<file path="config.mk">
export PLATFORM = sky130hd
export DESIGN_NAME = msx_rom_mapper_sync
export DESIGN_NICKNAME = d
export VERILOG_FILES = /design/src/rtl/msx_rom_mapper_sync.sv
export SDC_FILE = /design/constraint.sdc
export NUM_CORES = 1
export LEC_CHECK = 0
export CAP_MARGIN = 20
export CORE_ASPECT_RATIO = 1.2
export CORE_MARGIN = 2
export CORE_UTILIZATION = 40
export DETAILED_ROUTE_END_ITERATION = 7
export PLACE_DENSITY = 0.64
export SLEW_MARGIN = 20
export SYNTH_ARGS = -nofsm -noshare
export SYNTH_HDL_FRONTEND = slang
export SYNTH_SLANG_ARGS = --single-unit
</file>
<file path="constraint.sdc">
create_clock -name clk -period 2.15 [get_ports clk]
set_input_delay 0.215 -clock clk [delete_from_list [all_inputs] [get_ports clk]]
set_output_delay 0.215 -clock clk [all_outputs]
set_load 0.01 [all_outputs]
</file>
<file path="src/rtl/msx_rom_mapper_sync.sv">
// msx_rom_mapper_sync: MSX MegaROM mapper (Konami-SCC/Konami/ASCII8/ASCII16) with synchronised bus strobes.
// Define SCC_SEL_EN to add the scc_sel output decoding the SCC register window.
module msx_rom_mapper_sync #(
   parameter int SEG_W       = 6,
   parameter int SYNC_STAGES = 2
) (
   input  logic             clk,
   input  logic             reset,
   input  logic [1:0]       mode,
   input  logic [4:0]       addr_hi,
   input  logic [7:0]       data,
   input  logic             sltsl_n,
   input  logic             wr_n,
   input  logic             rd_n,
   output logic [SEG_W-1:0] out_addr,
   output logic             bank_wr,
   output logic [1:0]       bank_idx
`ifdef SCC_SEL_EN
   ,
   output logic             scc_sel
`endif
);
   typedef enum logic {IDLE, WAIT_REL} state_t;
   state_t state, state_nx;
   logic [SYNC_STAGES-1:0] wr_q, rd_q, sl_q;
   logic [SEG_W-1:0] r [4];
   logic wr_s, rd_s, sl_s, wr_act, hit, fire;
   logic [1:0] idx, p;
   assign wr_s = wr_q[SYNC_STAGES-1];
   assign rd_s = rd_q[SYNC_STAGES-1];
   assign sl_s = sl_q[SYNC_STAGES-1];
   // a concurrent read strobe never masks a write
   assign wr_act = ~wr_s | (~wr_s & ~rd_s);
   assign p = {~addr_hi[3], addr_hi[2]};
   always_comb begin
      hit = 1'b0;
      idx = p;
      unique case (mode)
         2'd0: hit = addr_hi inside {5'h0A, 5'h0E, 5'h12, 5'h16};
         2'd1: hit = addr_hi inside {5'h0C, 5'h10, 5'h14};
         2'd2: begin
            hit = addr_hi[4:2] == 3'b011;
            idx = addr_hi[1:0];
         end
         default: begin
            hit = addr_hi inside {5'h0C, 5'h0E};
            idx = {addr_hi[1], 1'b0};
         end
      endcase
   end
   always_comb begin
      state_nx = state;
      fire = 1'b0;
      if (state == IDLE) begin
         state_nx = (wr_act & ~sl_s) ? WAIT_REL : IDLE;
         fire = wr_act & ~sl_s & hit;
      end else begin
         state_nx = (~wr_act | sl_s) ? IDLE : WAIT_REL;
      end
   end
   always_ff @(posedge clk) begin
      if (reset) begin
         state <= IDLE;
         wr_q <= '1;
         rd_q <= '1;
         sl_q <= '1;
         bank_wr <= 1'b0;
         bank_idx <= 2'd0;
         for (int i = 0; i < 4; i++) r[i] <= SEG_W'(i);
      end else begin
         state <= state_nx;
         wr_q <= {wr_q[SYNC_STAGES-2:0], wr_n};
         rd_q <= {rd_q[SYNC_STAGES-2:0], rd_n};
         sl_q <= {sl_q[SYNC_STAGES-2:0], sltsl_n};
         bank_wr <= fire;
         if (fire) begin
            r[idx] <= SEG_W'(data);
            bank_idx <= idx;
         end
      end
   end
   // ASCII16 pairs the 8kB pages into 16kB banks with A13 as the low address bit
   assign out_addr = (mode == 2'd3) ? SEG_W'({r[{p[1], 1'b0}], addr_hi[2]}) :
                     (mode == 2'd1 && p == 2'd0) ? '0 : r[p];
`ifdef SCC_SEL_EN
   assign scc_sel = (mode == 2'd0) && (6'(r[2]) == 6'h3F) && (addr_hi == 5'h13);
`endif
endmodule
</file>
Yosys cells after proc, flatten, opt, wreduce, memory -nomap -nowiden. Memories as Yosys holds them, arrays and structs flattened. Index checks and enable logic that the tools add are counted. W data, S select, Z words.

Bitwise operators: 10. Eq/ne operators: 11. Muxes and demuxes: 16. Reductions and logical operators: 8.

Operator list (number): $eq A5 B5 Y1 const B (4); $mux W6 (3); $eq A5 B4 Y1 const B (3); $mux W1 (10); $reduce_or A6 Y1 (1); $not A1 Y1 (5); $eq A2 B2 Y1 const B (2); $logic_not A2 Y1 (2); $pmux W2 S2 (1); $reduce_bool A4 Y1 (1); $and A1 B1 Y1 (3); $eq A3 B2 Y1 const B (1); $pmux W1 S3 (1); $reduce_bool A3 Y1 (1); $eq A2 B1 Y1 const B (1); $mux W2 (1); $or A1 B1 Y1 (2); $reduce_bool A2 Y1 (1); $reduce_or A2 Y1 (1); $logic_and A1 B1 Y1 (1).

Word-level logic and storage cells: 52. Memories kept: 1. Memory bits (writable): 24. Bits in registers: 10.

Memories: r (words 4, width 6, read ports 2, clocked after Yosys merged registers in 0, wr ports 4, line 26) `logic [SEG_W-1:0] r [4];`.

Logic depth before layout (Yosys ltp).
Depth in word-level cells: 11. Mapped depth: 6.

Worst setup path before layout. No wires, ideal clock.

Path type: input -> register. Start point: in addr_hi[3]. End point: mem r[3][0], enable pin. Buffers on the path: 1. Setup time: 0.380 ns. Cell stages on the path: 5. Arrival: 1.596 ns. Path slack: 0.175 ns. Data required time: 1.770 ns. Cells stage by stage: buf_4 > nor4bb_1 > o21ai_1 > a21o_2 > o31ai_1.

RTL lines: start: declaration (line 10) `input logic [4:0] addr_hi,`; end: declaration (line 26).

Final worst setup path.
Start point: in addr_hi[2]. End point: out out_addr[5].

Longest elaborated chain between the ends: 4.

Ends and longest elaborated chain: branches (longest 2 deep; another with $mem_v2 Z4 W6); $mux W6 (*) (line 84) `(mode == 2'd1 && p == 2'd0) ? '0 : r[p];`; $mux W6 (*) (line 83) `assign out_addr = (mode == 2'd3) ? SEG_W'({r[{p[1], 1'b0}], addr_hi[2]}) :`; end: declaration (line 15) `output logic [SEG_W-1:0] out_addr,`.

Every way passes the cells marked *.

==> flow_metrics.env <==
export IMPL_routed_via_density=5.128
export IMPL_gp_congestion=0.7671
export IMPL_cts_max_level=2
export IMPL_critPathCaptureType="output port"
export IMPL_core_sq_um=3941
export IMPL_drive_gt1_share_pct=28.89
export IMPL_rsz0062_at_grt="no"
export IMPL_yosysUniqueCellTypes=41
export IMPL_antennaDiodeCount=0
export IMPL_synth_seq_cells=32
export IMPL_reg2reg_depth=6
export IMPL_synth_area_top_cells="edfxtp_1, dfxtp_1, mux2i_1"
export IMPL_drt_wirelength_per_cell_um=15.21
export IMPL_tightest_slew_ns=0.3474
export IMPL_post_synth_cell_area_avg_sq_um=12.63
export IMPL_max_slew_margin_pct=76.24
export IMPL_power_leakage_nw=0.9080
export IMPL_whs_ns=0.4211
export IMPL_num_vias=1200
export IMPL_grt_pass1_vias=1225
export IMPL_synth_ff_type="edfxtp_1"
export IMPL_r2r_setup_slack_ns=0.38
export IMPL_grt_pass1_wl_um=5768
export IMPL_netlist_top_cells_count="edfxtp_1, mux2i_1, inv_1"
export IMPL_clk_latency_ns=0.27
export IMPL_synth_largest_area_cell="edfxtp_1"
export IMPL_wl_um=3560
export IMPL_ys_seq_area_share_pct=53.25
export IMPL_cts_root_to_sink_buffers=2
export IMPL_post_cts_buffers=0
export IMPL_clk_pin_slew_worst_paths_ns=0.06
export IMPL_synth_area_sq_um=1654
export IMPL_ios=29
export IMPL_hp_class="reg -> reg"
export IMPL_drt_iter0_drc=32
export IMPL_cts_sinks=32
export IMPL_cts_buffers=5
export IMPL_detail_route_antenna_nets=0
export IMPL_grtUsageTotal_pct=16.08
export IMPL_synth_edff_count=24
export IMPL_synth_cells=131
export IMPL_antenna_found_initial=0
export IMPL_syn_nets=151
export IMPL_crit_type="in -> out"
export IMPL_irDropWorstVdd_mv=0.4074
export IMPL_place_detailed_hpwl_um=2677
export IMPL_layout_nets=199
export IMPL_final_hold_viol_count=0
export IMPL_async_reset_ff_share_pct=0
export IMPL_setup_viol=0
export IMPL_die_x_um=62.70
export IMPL_critPathRequiredTime_ns=1.93
export IMPL_r2r_end="r[2][3]"
export IMPL_arrival_ns=1.81
export IMPL_fp_dieArea_sq_um=4667
export IMPL_synth_top_cell_area_share_pct=43.57
export IMPL_hold_path_depth=1
export IMPL_grt_max_degree=21
export IMPL_die_y_um=74.44
export IMPL_period_needed_ns=2.027
export IMPL_io_buffers=25
export IMPL_first_pass_iters=4
export IMPL_timing_final_crit_share_pct=94.27
export IMPL_start_util_pct=41.97
export IMPL_fmax_ghz=0.4934
export IMPL_drc=0
export IMPL_status="finished, final reports clean"
export IMPL_fill_cells=368
export IMPL_synth_warning_count=0
export IMPL_rows=25
export IMPL_maxCapViolCount=0
export IMPL_overflow=0
export IMPL_cts_tree="built"
export IMPL_syn2layout_area_growth_pct=32.38
export IMPL_cp_start_kind="input pin"
export IMPL_drv_slew=0
export IMPL_skew_ns=0.003829
export IMPL_final_area_sq_um=2190
export IMPL_post_dp_cell_area_sq_um=2091
export IMPL_cts_root_buffer="clkbuf_8"
export IMPL_min_from="sl_q[0]"
export IMPL_p_per_area_nw_per_um2=599.5
export IMPL_hold_path_end="sl_q[1]"
export IMPL_yosysMostFrequentCell="edfxtp_1"
export IMPL_path_max_fanout=3
export IMPL_r2r_start="wr_q[1]"
==> metal layers <==
metal  vias up  track usage, %  part of all wire (%)
met5         -               0                     0
met4         0           3.951                  0.76
met3         4           4.236                   2.3
met2        23           30.23                    52
met1       578           18.44                    45
li1        595               -                     -
==> worst max-delay path, cell delays in order <==
cell	delay, ns
clkdlybuf4s50_1	0.50
buf_4	0.15
mux4_2	0.48
inv_1	0.09
o22ai_1	0.07
dlygate4sd2_1	0.29
==> worst max path at each step <==
stage               depth (start not counted)  slack [ns]       start          end
finish                                      6        0.12  addr_hi[2]  out_addr[5]
global route                                7        0.02     mode[0]      r[2][3]
CTS                                         7       -0.05  addr_hi[3]  out_addr[3]
detailed placement                          6       -0.18     mode[1]      r[0][5]
global placement                            6       -0.11     mode[1]      r[0][3]
floorplan                                   5        0.17  addr_hi[3]      r[3][0]
==> through the flow <==
stage / util, % / power, W / setup slack, ns / instances / TNS (ns)
after floorplan: - / 0.0007881 / 0.1746 / 131 / 0
after global placement: 53.05 / 0.0008889 / -0.1100 / 226 / -2.771
after detailed placement: 53.05 / 0.0008954 / -0.1818 / 226 / -5.655
after CTS: 55.37 / 0.001325 / -0.04692 / 234 / -0.04692
after global routing: 55.56 / 0.001370 / 0.01984 / 234 / 0
final: 55.56 / 0.001313 / 0.1231 / 234 / 0
==> layout by cell type, fill, tap and decap left out, drive strengths merged, types with 3 or more instances in the layout <==
cell type,instances
buf,24
edfxtp,24
clkdlybuf4s50,18
mux2i,16
and4,11
inv,10
dfxtp,8
o22ai,7
clkbuf,5
dlygate4sd2,5
and3,5
and2,4
or2,4
a21o,3
a211oi,3
clkinv,3
==> cell type report <==
type,instances,area [sq um],area share (%)
Multi-Input combinational cell,81,686.9,31.37
Tap cell,54,67.56,3.086
Timing Repair Buffer,49,429.2,19.60
Clock inverter,3,18.77,0.8571
Inverter,10,37.54,1.714
Sequential cell,32,880.8,40.23
Clock buffer,5,68.82,3.143
==> cell families (layout without fill, tap and decap cells) <==
family          Yosys count  in the layout  synth area share [%]
mux                      18             18                 11.72
simple gates             40             40                 18.30
xor+xnor                  1              1                0.5296
flops                    32             32                 53.25
buf+inv                  18             67                 5.976
compound gates           22             22                 10.21
==> registers in the layout, summed over array words and instances (netlist names) <==
register	cells
wr_q	2
sl_q	2
bank_idx	2
state	1
r	24
bank_wr	1
==> timing repair <==
action / in CTS / in global routing
pin swaps: 0 / 0
setup endpoints to repair: 6 / 16
resized for setup: 8 / 4
hold buffers: 0 / 0
==> power by group <==
part / switching, W / internal [W] / leakage, nW
clock: 0.000210 / 0.000225 / 0.0479
combinational: 0.0000952 / 0.0000990 / 0.557
sequential: 0.00000541 / 0.000678 / 0.303
Power figures use the tool's default switching activity.
==> RTL edit 1 (config.mk and constraints unchanged) <==
Set the parameter `SEG_W` to 5 (it was 6).
--- a/src/rtl/msx_rom_mapper_sync.sv
+++ b/src/rtl/msx_rom_mapper_sync.sv
@@ -2,5 +2,5 @@
 // Define SCC_SEL_EN to add the scc_sel output decoding the SCC register window.
 module msx_rom_mapper_sync #(
-   parameter int SEG_W       = 6,
+   parameter int SEG_W       = 5,
    parameter int SYNC_STAGES = 2
 ) (
Ports: changed (resized out_addr); port bits go from 29 to 28. No check against the original RTL was run, so the function may have changed too.
==> RTL edit 1 against the original RTL <==
Total power is 19% lower; register-to-register slack improved by 50 ps; area after synthesis decreased by 12%; critical path depth unchanged; setup slack worse by 41 ps; non-clock buffer count up 1; fmax is 2.0% lower; highest routed layer unchanged; via count down 8.0%; final area down 12%; wire length is 16% lower; sequential cell count shrank 4; die area is 11% lower; global-route usage is 0.34 points lower.
==> RTL edit 1: results (changes against the original RTL) <==
| Metric | Value |
|---|---|
| Outcome | finished clean (unchanged) |
| Met2 usage | 26.7% (was 30.2%) |
| Most frequent cells after synthesis | 20 x edfxtp_1, 10 x mux2i_1, 10 x nor2_1 (was 24 x edfxtp_1, 16 x mux2i_1, 10 x inv_1) |
| Dominant cells by area after synthesis | edfxtp_1 41%, dfxtp_1 11%, mux2i_1 6.9%, buf_6 3.1%, mux2_2 3.1% (was edfxtp_1 44%, dfxtp_1 9.7%, mux2i_1 9.7%, and4_1 4.2%, o22ai_1 2.6%) |
| Synth Instances | 126 (was 131) |
| Dpl cell area | 1870 um2 (was 2090 um2) |
| Pre-CTS setup slack | -206 ps (was -182 ps) |
| Share of layout cells above drive strength 1 | 26.7% (was 28.9%) |
| Final setup skew | 3.59 ps (was 3.83 ps) |
| Critical-path maximum fanout | 6 (was 3) |
| Vias in the first global route | 1070 (was 1225) |
| First-pass GRT wire length | 4960 um (was 5770 um) |
| Worst-path clk slew | 90 ps (was 60 ps) |
| Worst Setup SP | mode[1] (was addr_hi[2]) |
| R2R Path End | r[1][2]$_SDFFCE_PN0P_ (was r[2][3]$_SDFFCE_PN0P_) |
| Syn Nets | 146 (was 151) |
| Yosys cell types | 35 (was 41) |
| NumNets Final | 193 (was 199) |
| Min Hold Slack | 419 ps (was 421 ps) |
| Depth of the worst register-to-register path | 5 (was 6) |
| H-Tree Level Count | 1 (was 2) |
| Final non-filler cell total | 211 (was 234) |
| M1 GR Usage | 20.2% (was 18.4%) |
| Worst vdd ir | 0.257 mV (was 0.407 mV) |
| Vias per inst | 5.23 (was 5.13) |
| Met3 usage | 1.30% (was 4.24%) |
| Final HPWL DP | 2410 um (was 2680 um) |
| Critical path arrival | 1850 ps (was 1810 ps) |
| Port Buffer Count | 23 (was 25) |
| Post-synth EDFFs | 20 (was 24) |
| Largest net degree at the start of global routing | 16 (was 21) |
| Gr usage total | 15.7% (was 16.1%) |
-- RTL edit 1: layout make-up --
cell class / count / area [um2]
fill: 335 / 1610
sequential: 28 / 761
multi-input combinational: 83 / 607
timing repair buffer: 50 / 442
tap: 39 / 48.8
clock buffer: 3 / 41.3
inverter: 7 / 26.3
clock inverter: 1 / 3.75
-- RTL edit 1: how the worst max path moves through the flow --
stage / to / slack [ps] / cells after the start
after global placement: r[1][3]$_SDFFCE_PN0P_ / -170 / 6
after global routing: out_addr[0] / -40 / 6
after floorplan: r[2][0]$_SDFFCE_PN0P_ / 150 / 7
after detailed placement: r[1][2]$_SDFFCE_PN0P_ / -210 / 6
final: out_addr[4] / 80 / 6
after CTS: out_addr[3] / 30 / 6
-- RTL edit 1: kinds of logic after synthesis --
family,share of synthesized area (%)
AOI/OAI and AO/OA,7.75
buffers and inverters,6.11
DFF,52.3
muxes,12.5
and+or+nand+nor,21.3
-- RTL edit 1: worst max-delay path: stages --
cell,delay (ps)
clkdlybuf4s50_1,480
buf_4,200
a21oi_1,160
nor2b_2,100
o22ai_1,130
clkdlybuf4s50_1,560
-- RTL edit 1: power by group --
part           switching, mW  total, mW  internal, mW
Combinational         0.0904      0.189        0.0985
Clock                  0.153      0.281         0.128
Sequential           0.00414      0.593         0.589
Total                  0.247       1.06         0.815
-- RTL edit 1: what timing repair did --
item                       in CTS  in global routing
setup endpoints to repair       5                  5
buffers inserted                0                  0
resized for setup               3                  4
-- RTL edit 1: layer usage --
layer | wire length [um] | share of wire, %
met1 | 1280 | 43
met4 | 73 | 2.4
met5 | 0 | 0
met3 | 105 | 3.5
met2 | 1520 | 51
==> RTL edit 2 (same settings) <==
Made on the original files. Reset style: asynchronous (`reset`), changed in one clocked block.
--- a/src/rtl/msx_rom_mapper_sync.sv
+++ b/src/rtl/msx_rom_mapper_sync.sv
@@ -59,5 +59,5 @@
       end
    end
-   always_ff @(posedge clk) begin
+   always_ff @(posedge clk or posedge reset) begin
       if (reset) begin
          state <= IDLE;
Function: differs if reset is asserted again (counterexample within 4 cycles, from zero or initial values and one cycle with reset high); with reset held inactive, the same outputs for 10 cycles.
==> RTL edit 2 against the original RTL <==
Wire length shrank 0.65%; core utilization grew 0.92 points; fmax shrank 0.36%; register-to-register slack lost 210 ps; final area grew 0.86%; critical path depth is the same; setup slack lost 7.3 ps; area after synthesis shrank 2.0%; sequential cell count is the same; highest routed layer unchanged; synthesized cell count shrank 1.5%; critical endpoint is now r[16]$_DFFE_PP0P_; die area shrank 1.9%; sequential share of layout area shrank 3.5 points.
Power is not compared: it rests on default switching activity, and its combinational part moved more than twofold at a synthesized area within 25%.
==> RTL edit 2: results (changes against the original RTL) <==
| Metric | Value |
|---|---|
| Initial antenna violation count | 0 (unchanged) |
| Max Root-Sink Buffers | 2 (unchanged) |
| Fillers | 350 (was 368) |
| Reg with most FFs | r (unchanged) |
| Final HPWL DP | 2530 um (was 2680 um) |
| Reg-to-reg setup timing slack | 170 ps (was 380 ps) |
| Via count | 1194 (was 1200) |
| Gpl congestion | 0.789 (was 0.767) |
| Share of layout cells above drive strength 1 | 42.2% (was 28.9%) |
| Ys Warns | 0 (unchanged) |
| Min Hold Slack | 315 ps (was 421 ps) |
| First-pass GRT wire length | 5890 um (was 5770 um) |
| Worst vdd ir | 0.417 mV |
| FFs w/ async S/R, synth | 100% (was 0%) |
| Critical path's largest stage delay | 480 ps (was 500 ps) |
| Diodes inserted | 0 (unchanged) |
| Primary FF master, synth | dfrtp_1 (was edfxtp_1) |
| Clock Root Buffer | clkbuf_8 (unchanged) |
| Dominant cells by area after synthesis | dfrtp_1 37%, mux2_2 21%, dfstp_2 13%, mux2i_1 3.7%, o21ai_0 2.2% (was edfxtp_1 44%, dfxtp_1 9.7%, mux2i_1 9.7%, and4_1 4.2%, o22ai_1 2.6%) |
| Worst Setup SP | mode[0] (was addr_hi[2]) |
| RR Startpoint | state$_DFF_PP0_ (was wr_q[1]$_SDFF_PP1_) |
| Leakage Power | 1.01 nW |
| Gr usage total | 17.2% (was 16.1%) |
| Critical-path maximum fanout | 6 (was 3) |
| Largest net degree at the start of global routing | 33 (was 21) |
| Syn Nets | 149 (was 151) |
| Final wirelength | 3540 um (was 3560 um) |
| Port Buffer Count | 25 (unchanged) |
| H-Tree Level Count | 2 (unchanged) |
| Worst-path clk slew | 70 ps |
| Delay-heaviest family, CP | buffers and inverters (unchanged) |
| Critical path arrival | 2200 ps (was 1810 ps) |
| Yosys cell types | 31 (was 41) |
| Iter 0 DRT Violations | 42 (was 32) |
| Hold Path Class | in2async (was reg2reg) |
| Final setup skew | 10.2 ps (was 3.83 ps) |
| Clk Latency, worst-skew pair | 290 ps (was 270 ps) |
| Dpl cell area | 2100 um2 (was 2090 um2) |
| Sequential cell area fraction in the yosys report | 50.0% (was 53.3%) |
| Most frequent cells after synthesis | 30 x mux2_2, 24 x dfrtp_1, 9 x inv_1 (was 24 x edfxtp_1, 16 x mux2i_1, 10 x inv_1) |
| NumNets Final | 204 (was 199) |
| Outcome | finished clean (unchanged) |
| CTS Buf Count | 5 (unchanged) |
| Max reg flops | 24 (unchanged) |
| CP max stage cell | clkdlybuf4s50_1 (unchanged) |
| Worst-margin pin slew | 388 ps (was 347 ps) |
| Total iterations of the first detailed-routing run | 4 (unchanged) |
[RTL edit 2: changes by cell type after synthesis, moves of 8 or more]
| cell | delta |
|---|---|
| mux2_2 | +29 |
| dfrtp_1 | +24 |
| edfxtp_1 | -24 |
| mux2i_1 | -10 |
| and4_1 | -8 |
| dfstp_2 | +8 |
| dfxtp_1 | -8 |
[RTL edit 2: logic make-up after synthesis]
logic type	Yosys count	synth area share, %
buf+inv	15	4.17
flops	32	50.0
simple gates	25	11.1
xor+xnor	1	0.540
mux	37	25.9
compound gates	19	8.26
[RTL edit 2: per-layer routing]
metal	GRT usage (%)	vias up	wire length, um
met5	0	-	0
met4	8.15	0	71
met3	4.59	7	139
met2	30.8	19	1810
met1	19.3	599	1520
li1	-	569	-
[RTL edit 2: report_power, final]
part           internal, mW  total [mW]  leakage [nW]  switching (mW)
sequential            0.736       0.792         0.395          0.0562
clock                 0.227       0.436        0.0422           0.210
combinational         0.283       0.466         0.572           0.183
total                  1.25        1.69          1.01           0.449
[RTL edit 2: per-stage QoR]
step | worst slack (ps) | utilization (%) | std cells | power [mW]
floorplan | 132 | - | 129 | 1.05
global placement | -232 | 53.7 | 228 | 1.27
detailed placement | -306 | 53.7 | 228 | 1.29
CTS | 119 | 56.5 | 239 | 1.71
global route | 7.41 | 56.5 | 239 | 1.78
finish | 116 | 56.5 | 239 | 1.69
[RTL edit 2: worst min-delay path, stage by stage]
cell             delay (ps)
clkdlybuf4s50_1         400
inv_1                    50
buf_4                   350
[RTL edit 2: worst paths after layout]
kind | end | cells after the start
worst min register to register | wr_q[1]$_DFF_PP1_ | 0
worst max register to register | r[16]$_DFFE_PP0P_ | 5
worst max-delay path | r[16]$_DFFE_PP0P_ | 6
min in group clk | wr_q[0]$_DFF_PP1_ | 1
max in group asynchronous | r[1]$_DFFE_PP1P_ | 3
worst min-delay path | r[4]$_DFFE_PP0P_ | 3
[RTL edit 2: final cells by class]
| cell class | count | share of cell area (%) |
|---|---|---|
| sequential | 32 | 36.7 |
| clock inverter | 1 | 0.227 |
| timing repair buffer | 54 | 21.4 |
| clock buffer | 7 | 3.46 |
| tap | 54 | 3.06 |
| multi-input combinational | 82 | 33.7 |
| inverter | 9 | 1.53 |
[RTL edit 2: repair_timing]
action	in CTS	in global routing
resized for setup	13	0
setup buffers	3	0
setup endpoints to repair	10	0
